**src/rtl/instr_stream_encoder.sv**
```systemverilog
// Packs mnemonic + fields into 32-bit MIPS words and streams them into IM through a registered write port.
// Optional ENC_FIELD_CHECK_EN: reject (err pulse) words whose unused fields are non-zero.
module instr_stream_encoder #(
  parameter int unsigned DEPTH  = 1024,
  parameter int unsigned ADDR_W = 10
) (
  input  logic              clk,
  input  logic              reset,
  input  logic              start,
  input  logic              finish,
  input  logic              in_valid,
  output logic              in_ready,
  input  logic [3:0]        in_op,
  input  logic [4:0]        in_rs,
  input  logic [4:0]        in_rt,
  input  logic [4:0]        in_rd,
  input  logic [4:0]        in_shamt,
  input  logic [25:0]       in_imm,
  output logic              im_we,
  output logic [ADDR_W-1:0] im_addr,
  output logic [31:0]       im_wdata,
  output logic [ADDR_W:0]   count,
  output logic              done,
  output logic              full,
  output logic              err
);

  typedef enum logic [1:0] {S_IDLE, S_RUN, S_DONE, S_FULL} state_e;

  typedef enum logic [3:0] {
    OP_ADD  = 4'd0,  OP_SUB  = 4'd1,  OP_XOR = 4'd2,  OP_JR   = 4'd3,
    OP_JALR = 4'd4,  OP_SLL  = 4'd5,  OP_ORI = 4'd6,  OP_LW   = 4'd7,
    OP_SW   = 4'd8,  OP_BEQ  = 4'd9,  OP_LUI = 4'd10, OP_JAL  = 4'd11,
    OP_J    = 4'd12, OP_LB   = 4'd13, OP_BGTZ = 4'd14, OP_ADDI = 4'd15
  } op_e;

  localparam logic [ADDR_W:0] DEPTH_C = (ADDR_W+1)'(DEPTH);

  state_e          state;
  logic [31:0]     enc_word;
  logic            word_ok;
  logic            accept;
  logic [ADDR_W:0] count_inc;

  assign in_ready  = (state == S_RUN) && (count < DEPTH_C);
  assign accept    = in_valid && in_ready;
  assign count_inc = count + 1'b1;

  always_comb begin
    enc_word = '0;
    case (op_e'(in_op))
      OP_ADD:  enc_word = {6'h00, in_rs, in_rt, in_rd, 5'b0, 6'h20};
      OP_SUB:  enc_word = {6'h00, in_rs, in_rt, in_rd, 5'b0, 6'h22};
      OP_XOR:  enc_word = {6'h00, in_rs, in_rt, in_rd, 5'b0, 6'h26};
      OP_JR:   enc_word = {6'h00, in_rs, 15'b0, 6'h08};
      OP_JALR: enc_word = {6'h00, in_rs, 5'b0, in_rd, 5'b0, 6'h09};
      OP_SLL:  enc_word = {6'h00, 5'b0, in_rt, in_rd, in_shamt, 6'h00};
      OP_ORI:  enc_word = {6'h0D, in_rs, in_rt, in_imm[15:0]};
      OP_LW:   enc_word = {6'h23, in_rs, in_rt, in_imm[15:0]};
      OP_SW:   enc_word = {6'h2B, in_rs, in_rt, in_imm[15:0]};
      OP_BEQ:  enc_word = {6'h04, in_rs, in_rt, in_imm[15:0]};
      OP_LUI:  enc_word = {6'h0F, 5'b0, in_rt, in_imm[15:0]};
      OP_JAL:  enc_word = {6'h03, in_imm};
      OP_J:    enc_word = {6'h02, in_imm};
      OP_LB:   enc_word = {6'h20, in_rs, in_rt, in_imm[15:0]};
      OP_BGTZ: enc_word = {6'h07, in_rs, 5'b0, in_imm[15:0]};
      OP_ADDI: enc_word = {6'h08, in_rs, in_rt, in_imm[15:0]};
      default: enc_word = '0;
    endcase
  end

`ifdef ENC_FIELD_CHECK_EN
  logic err_q;

  // A field is "unused" when the chosen op does not place it into the word.
  always_comb begin
    word_ok = 1'b1;
    case (op_e'(in_op))
      OP_ADD, OP_SUB, OP_XOR:
        word_ok = (in_shamt == '0) && (in_imm == '0);
      OP_JR:
        word_ok = (in_rt == '0) && (in_rd == '0) && (in_shamt == '0) && (in_imm == '0);
      OP_JALR:
        word_ok = (in_rt == '0) && (in_shamt == '0) && (in_imm == '0);
      OP_SLL:
        word_ok = (in_rs == '0) && (in_imm == '0);
      OP_LUI:
        word_ok = (in_rs == '0) && (in_rd == '0) && (in_shamt == '0) && (in_imm[25:16] == '0);
      OP_BGTZ:
        word_ok = (in_rt == '0) && (in_rd == '0) && (in_shamt == '0) && (in_imm[25:16] == '0);
      OP_JAL, OP_J:
        word_ok = (in_rs == '0) && (in_rt == '0) && (in_rd == '0) && (in_shamt == '0);
      default:
        word_ok = (in_rd == '0) && (in_shamt == '0) && (in_imm[25:16] == '0);
    endcase
  end

  assign err = err_q;
`else
  assign word_ok = 1'b1;
  assign err     = 1'b0;
`endif

  always_ff @(posedge clk) begin
    if (reset) begin
      state    <= S_IDLE;
      count    <= '0;
      im_we    <= 1'b0;
      im_addr  <= '0;
      im_wdata <= '0;
      done     <= 1'b0;
      full     <= 1'b0;
`ifdef ENC_FIELD_CHECK_EN
      err_q    <= 1'b0;
`endif
    end else begin
      im_we <= 1'b0;
`ifdef ENC_FIELD_CHECK_EN
      err_q <= 1'b0;
`endif
      if (start) begin
        state <= S_RUN;
        count <= '0;
        done  <= 1'b0;
        full  <= 1'b0;
      end else if (state == S_RUN) begin
        if (accept && word_ok) begin
          im_we    <= 1'b1;
          im_addr  <= count[ADDR_W-1:0];
          im_wdata <= enc_word;
          count    <= count_inc;
        end
`ifdef ENC_FIELD_CHECK_EN
        if (accept && !word_ok)
          err_q <= 1'b1;
`endif
        // finish takes priority over filling the last slot
        if (finish) begin
          state <= S_DONE;
          done  <= 1'b1;
        end else if (accept && word_ok && (count_inc == DEPTH_C)) begin
          state <= S_FULL;
          full  <= 1'b1;
        end
      end
    end
  end

endmodule
```
**config.mk**
```make
export PLATFORM = sky130hd
export DESIGN_NAME = instr_stream_encoder
export DESIGN_NICKNAME = d
export VERILOG_FILES = /design/src/rtl/instr_stream_encoder.sv
export SDC_FILE = /design/constraint.sdc
export NUM_CORES = 1
export LEC_CHECK = 0
export CAP_MARGIN = 25
export CORE_AREA = 5 5 98 100
export DETAILED_ROUTE_END_ITERATION = 6
export DIE_AREA = 0 0 103 105
export GPL_ROUTABILITY_DRIVEN = 0
export RECOVER_POWER = 50
export SLEW_MARGIN = 40
export SYNTH_ARGS = -nofsm -noshare
export SYNTH_HDL_FRONTEND = slang
export SYNTH_SLANG_ARGS = --single-unit
```
**constraint.sdc**
```tcl
create_clock -name clk -period 1.65 [get_ports clk]
set_clock_uncertainty 0.15 [all_clocks]
set_input_delay 0.33 -clock clk [delete_from_list [all_inputs] [get_ports clk]]
set_output_delay 0.33 -clock clk [all_outputs]
set_load 0.01 [all_outputs]
```
Yosys cells after proc, flatten, opt, wreduce, memory -nomap -nowiden
Cells that the tools add are included.

word-level totals
  register bits after elaboration = 58
  input bits = 55
  output and inout bits = 58
  word-level logic and storage cells = 51

operators by class
  $add $sub $neg = 1
  order comparisons = 1
  eq/ne operators = 17
  multiplexer cells = 6
  bitwise logic cells = 3
  reductions and logical operators = 15

operators with widths
  cell                   number
  $pmux 32 s16           1
  $eq 4x4->1 const B     8
  $eq 4x3->1 const B     4
  $add 11x1->11 const B  1
  $eq 11x11->1 const B   1
  $lt 11x11->1 const B   1
  $eq 4x2->1 const B     2
  $reduce_and 2->1       4
  $reduce_and 3->1       2
  $eq 4x1->1 const B     1
  $logic_not 4->1        1
  $mux 2                 2
  $reduce_bool 2->1      2
  $logic_and 1x1->1      3
  $mux 1                 3
  $not 1->1              3
  $reduce_bool 3->1      1
  $reduce_or 3->1        1
  $eq 2x1->1 const B     1
  $reduce_or 2->1        1

Logic depth before layout (Yosys ltp)
  depth after elaboration = 8
  gate-level depth with buffers = 7
  gate-level depth less buffers = 5

Least setup slack after synthesis
OpenSTA, ideal clock, no wires.

  path kind = input-to-reg
  start point = input port in_op[2]
  end point = register im_wdata[21]
  library setup time = 0.134 ns
  arrival time = 1.270 ns
  required time = 1.366 ns
  setup slack = 0.096 ns
  cell stages on the path = 5
  path through = buf_4 > nand2b_1 > a21o_1 > a222oi_1 > a211oi_1

on the way
  cells in the longest elaborated chain, start to end = 2
  elaborated cells between the ends (all ways) = 17

ends and longest elaborated chain
  item                                      line  RTL
  from (decl)                               13    input logic [3:0] in_op,
  $eq 4x4->1, or another cell as far along  51    case (op_e'(in_op))
  $pmux 32 s16 (*)                          51
  to (signal assigned)                      130   im_wdata <= enc_word;
  to (decl)                                 21    output logic [31:0] im_wdata,

Mark *: on every way between the ends. The rest lies on a longest branch, timed or not. The select of a mux whose other input is x is not followed.
A chain may end at the register's enable or synchronous reset.

Worst setup path in the final report
  start point = register state[1]
  end point = register im_wdata[19]

on the way
  cells in the longest elaborated chain, start to end = 4

ends and longest elaborated chain
  item                            line     RTL
  from (decl)                     39       state_e state;
  from (signal assigned)          106      state <= S_IDLE;
  from (signal assigned)          122      state <= S_RUN;
  from (signal assigned)          139      state <= S_DONE;
  $eq 2x1->1 (*)                  45, 126
  $logic_and 1x1->1               45       assign in_ready = (state == S_RUN) && (count < DEPTH_C);
  $logic_and 1x1->1               46       assign accept = in_valid && in_ready;
  $reduce_and 3->1 (no line) (*)  -

Mark *: on every way between the ends. The rest lies on a longest branch, timed or not.

==> flow_summary.toml <==
[run_status]
outcome = "complete, but fails checks"
failed_checks = "setup timing"

[pwr]
max-vdd-ir-drop_mv = 0.389
power.total_mw = 3.53
power-per-cell-area_nw_per_um2 = 756
cellLeakagePower_nw = 2.04

[critical_path]
reg2regPathDepth = 5
worst_ep_arrival_time_ns = 1.72
cp-start-kind = "flip-flop"
r2r_setup_slack_ns = -0.009
critical_path.cell_chain = "and4bb_4 > and2b_4 > clkbuf_16 > and4_1 > nor3_1"
critical_path.endpoint_type = "flip-flop"
critPathKind = "reg -> reg"
regToRegEndpoint = "im_wdata[19]$_SDFFE_PP0P_"
slowest_stage_cell_cp = "and4bb_4"
timing.critical_path.fanout_max = 6
timing.rr.start = "state[1]$_SDFFE_PP0P_"
worst-endpoint-required_ns = 1.71
max_stage_delay_ns = 0.37

[clock_network]
clock_path_buffers = 2
ctsHtreeMaxLevel = 3
cts_hold_repair.buffers = 0
numClockSinks = 57
cts_tree = "built"
cts_inserted_buffers = 9
root_buffer = "clkbuf_8"
clkLatencyLatePin_ns = 0.33
clkSlewWorstSetupHoldPaths_ns = 0.07

[synth]
combinational_family_with_the_most_area_after_synthesis = "simple AND/OR/NAND/NOR gates"
netlist_instances = 363
synth.yosys.warnings = 0
synth_simple_gate_area_share_pct = 31.3
synth-xor-area-share_pct = 3.02
number_of_synthesized_flops_with_an_enable_pin = 0
post_synth_mux_area_share_pct = 0.345
synth_area_per_cell_sq_um = 8.00
ys_ff_latch = 57
post_synth_fa_ha_maj_area_fraction_pct = 0.431
async_flop_share_pct = 0
synth.most_common_cell = "dfxtp_1"
synth_area_leaders = "dfxtp_1, nand2_1, nor2_1, a221oi_1, nor3_1"
synth_sequential_area_ratio_pct = 39.3
yosysTopAreaCell = "dfxtp_1"
yosys.area.top_type_share_pct = 39.3
yosys.cell_types.count = 49
netlist_area_sq_um = 2900
yosys-top-cells-count = "dfxtp_1, nand2_1, nor2_1"
postSynth.topFlopCell = "dfxtp_1"
synth-compound-area-share_pct = 17.8

[global_route]
overall_global_routing_usage_pct = 18.2
globalRouteOverflowTotal = 0
grt_pass1_wl_mm = 15.6
number_of_antenna_violations_at_the_first_check_in_global_routing = 0
first_global_vias = 3127
grt_max_degree = 37

[die]
floorplan.rows = 34
top_level_ports = 113
die_x_um = 103
effective_utilization_at_floorplan_pct = 33.8
floorplan.die_area_sq_um = 10800
dieHeight_um = 105
core-area_sq_um = 8590

[finish]
num-nets-final = 557
layout-area-overhead-vs-synth_pct = 60.7
diodes = 0
finish.instance_area_sq_um = 4670
final_core_util_pct = 54.3
final-instance-count-excl-fill = 613
fraction_of_final_layout_cells_with_drive_strength_greater_than_1_pct = 18.2
fillers = 835

[timing]
rsz0062_at_grt = "true"
final-max-slew-violation-count = 0
fin_crit_ns = 1.66
setup_viol_count_final = 3
final.period_utilization_pct = 101
setup-tns-final_ns = -0.0223
finalHoldViolations = 0
fmax_mhz = 603
setup_ws_ns = -0.00932
worst_hold_slack_ns = 0.190

[placement]
placed_cell_area_sq_um = 4320
hpwlAfterDp_mm = 7.02
count_of_input_and_output_buffers = 110
detailedPlace.worstSlack_ns = -0.435
placedCellCount = 593

[job]
max_cap_violations = 0

[hold_path]
timing.hold.worst_endpoint = "im_addr[7]$_SDFFE_PP0P_"
timing.hold.worst_path_depth = 3
worst_hold_check_path_type = "in -> reg"
hold_sp = "reset"

[route]
number_of_nets_with_antenna_violations_after_detailed_routing = 0
vias_per_cell = 5.14
detailed_router_s_first_iteration_violation_count = 129
detail_route.wirelength_mm = 9.82
drt_drc_violations_left = 0
drtPass1Iterations = 5
via_count = 3150
wl_per_cell_um = 16.0
==> power breakdown <==
group          internal (mW)  switching [mW]  total [mW]
clock                  0.967           0.545        1.51
combinational          0.314           0.273       0.587
sequential              1.41          0.0186        1.43
total                   2.69           0.836        3.53
==> state kept, by name, summed over array words and instances, names as in the netlist <==
signal	cells
im_addr	10
im_we	1
done	1
count	11
full	1
state	2
im_wdata	31
==> worst max-delay path by stage <==
stage          cells past startpoint                   endpoint  slack, ns                  start
5_1_grt                            5  im_wdata[18]$_SDFFE_PP0P_      -0.07  state[1]$_SDFFE_PP0P_
3_3_place_gp                       6   im_wdata[1]$_SDFFE_PP0P_      -0.41               in_op[3]
4_1_cts                            6      count[9]$_SDFFE_PP0P_      -0.02               in_valid
2_1_floorplan                      5  im_wdata[21]$_SDFFE_PP0P_        0.1               in_op[2]
6_report                           5  im_wdata[19]$_SDFFE_PP0P_     -0.009  state[1]$_SDFFE_PP0P_
3_5_place_dp                       6  im_wdata[21]$_SDFFE_PP0P_      -0.43               in_op[1]
==> cell families after synthesis <==
kind of cell    after synthesis
simple gates                175
compound gates               78
flops                        57
buf+inv                      40
xor+xnor                     10
fa+ha+maj                     1
other cells                   1
mux                           1
==> layout by cell type (no fill, tap or decap), types with 3 or more instances in the layout <==
| cell | instances |
|---|---|
| dlygate4sd2_1 | 59 |
| dfxtp_1 | 51 |
| clkdlybuf4s50_1 | 47 |
| nand2_1 | 45 |
| nor2_1 | 43 |
| buf_4 | 39 |
| nor3_1 | 23 |
| o21ai_0 | 21 |
| a21oi_1 | 18 |
| a221oi_1 | 15 |
| clkbuf_8 | 12 |
| xor2_1 | 8 |
| nand4_1 | 8 |
| nand3_1 | 7 |
| nand3b_1 | 6 |
| and4_1 | 6 |
| nor3b_1 | 6 |
| dfxtp_2 | 6 |
| inv_1 | 5 |
| and4b_1 | 5 |
| buf_6 | 5 |
| nor2_2 | 4 |
| a222oi_1 | 4 |
| a211oi_1 | 4 |
| o22ai_1 | 3 |
| buf_12 | 3 |
==> metal layers <==
layer | GRT usage, % | wire [um] | up-vias
li1 | - | - | 1576
met4 | 5.64 | 127 | 0
met3 | 4.53 | 635 | 10
met1 | 23.5 | 4300 | 1473
met2 | 29.5 | 4760 | 91
met5 | 0 | 0 | -
==> timing repair <==
action,4_1_cts,5_1_grt
pin swaps,6,9
resized for setup,72,14
endpoints found under the hold margin,0,0
setup buffers,0,0
setup endpoints to repair,73,29
cloned,2,3
==> layout make-up <==
class / count / area (sq um) / share of cell area (%)
Clock buffer: 13 / 169 / 3.62
Clock inverter: 2 / 60.1 / 1.29
Inverter: 5 / 18.8 / 0.402
Multi-Input combinational cell: 267 / 1600 / 34.2
Sequential cell: 57 / 1150 / 24.6
Tap cell: 108 / 135 / 2.90
Timing Repair Buffer: 161 / 1540 / 33.0
==> worst max-delay path, delay by kind of cell (launching register included) <==
kind	cells	cell delay, ns
buf+inv	1	0.19
flops	1	0.32
simple gates	4	0.88
No activity file was read; power rests on OpenSTA's default activity.
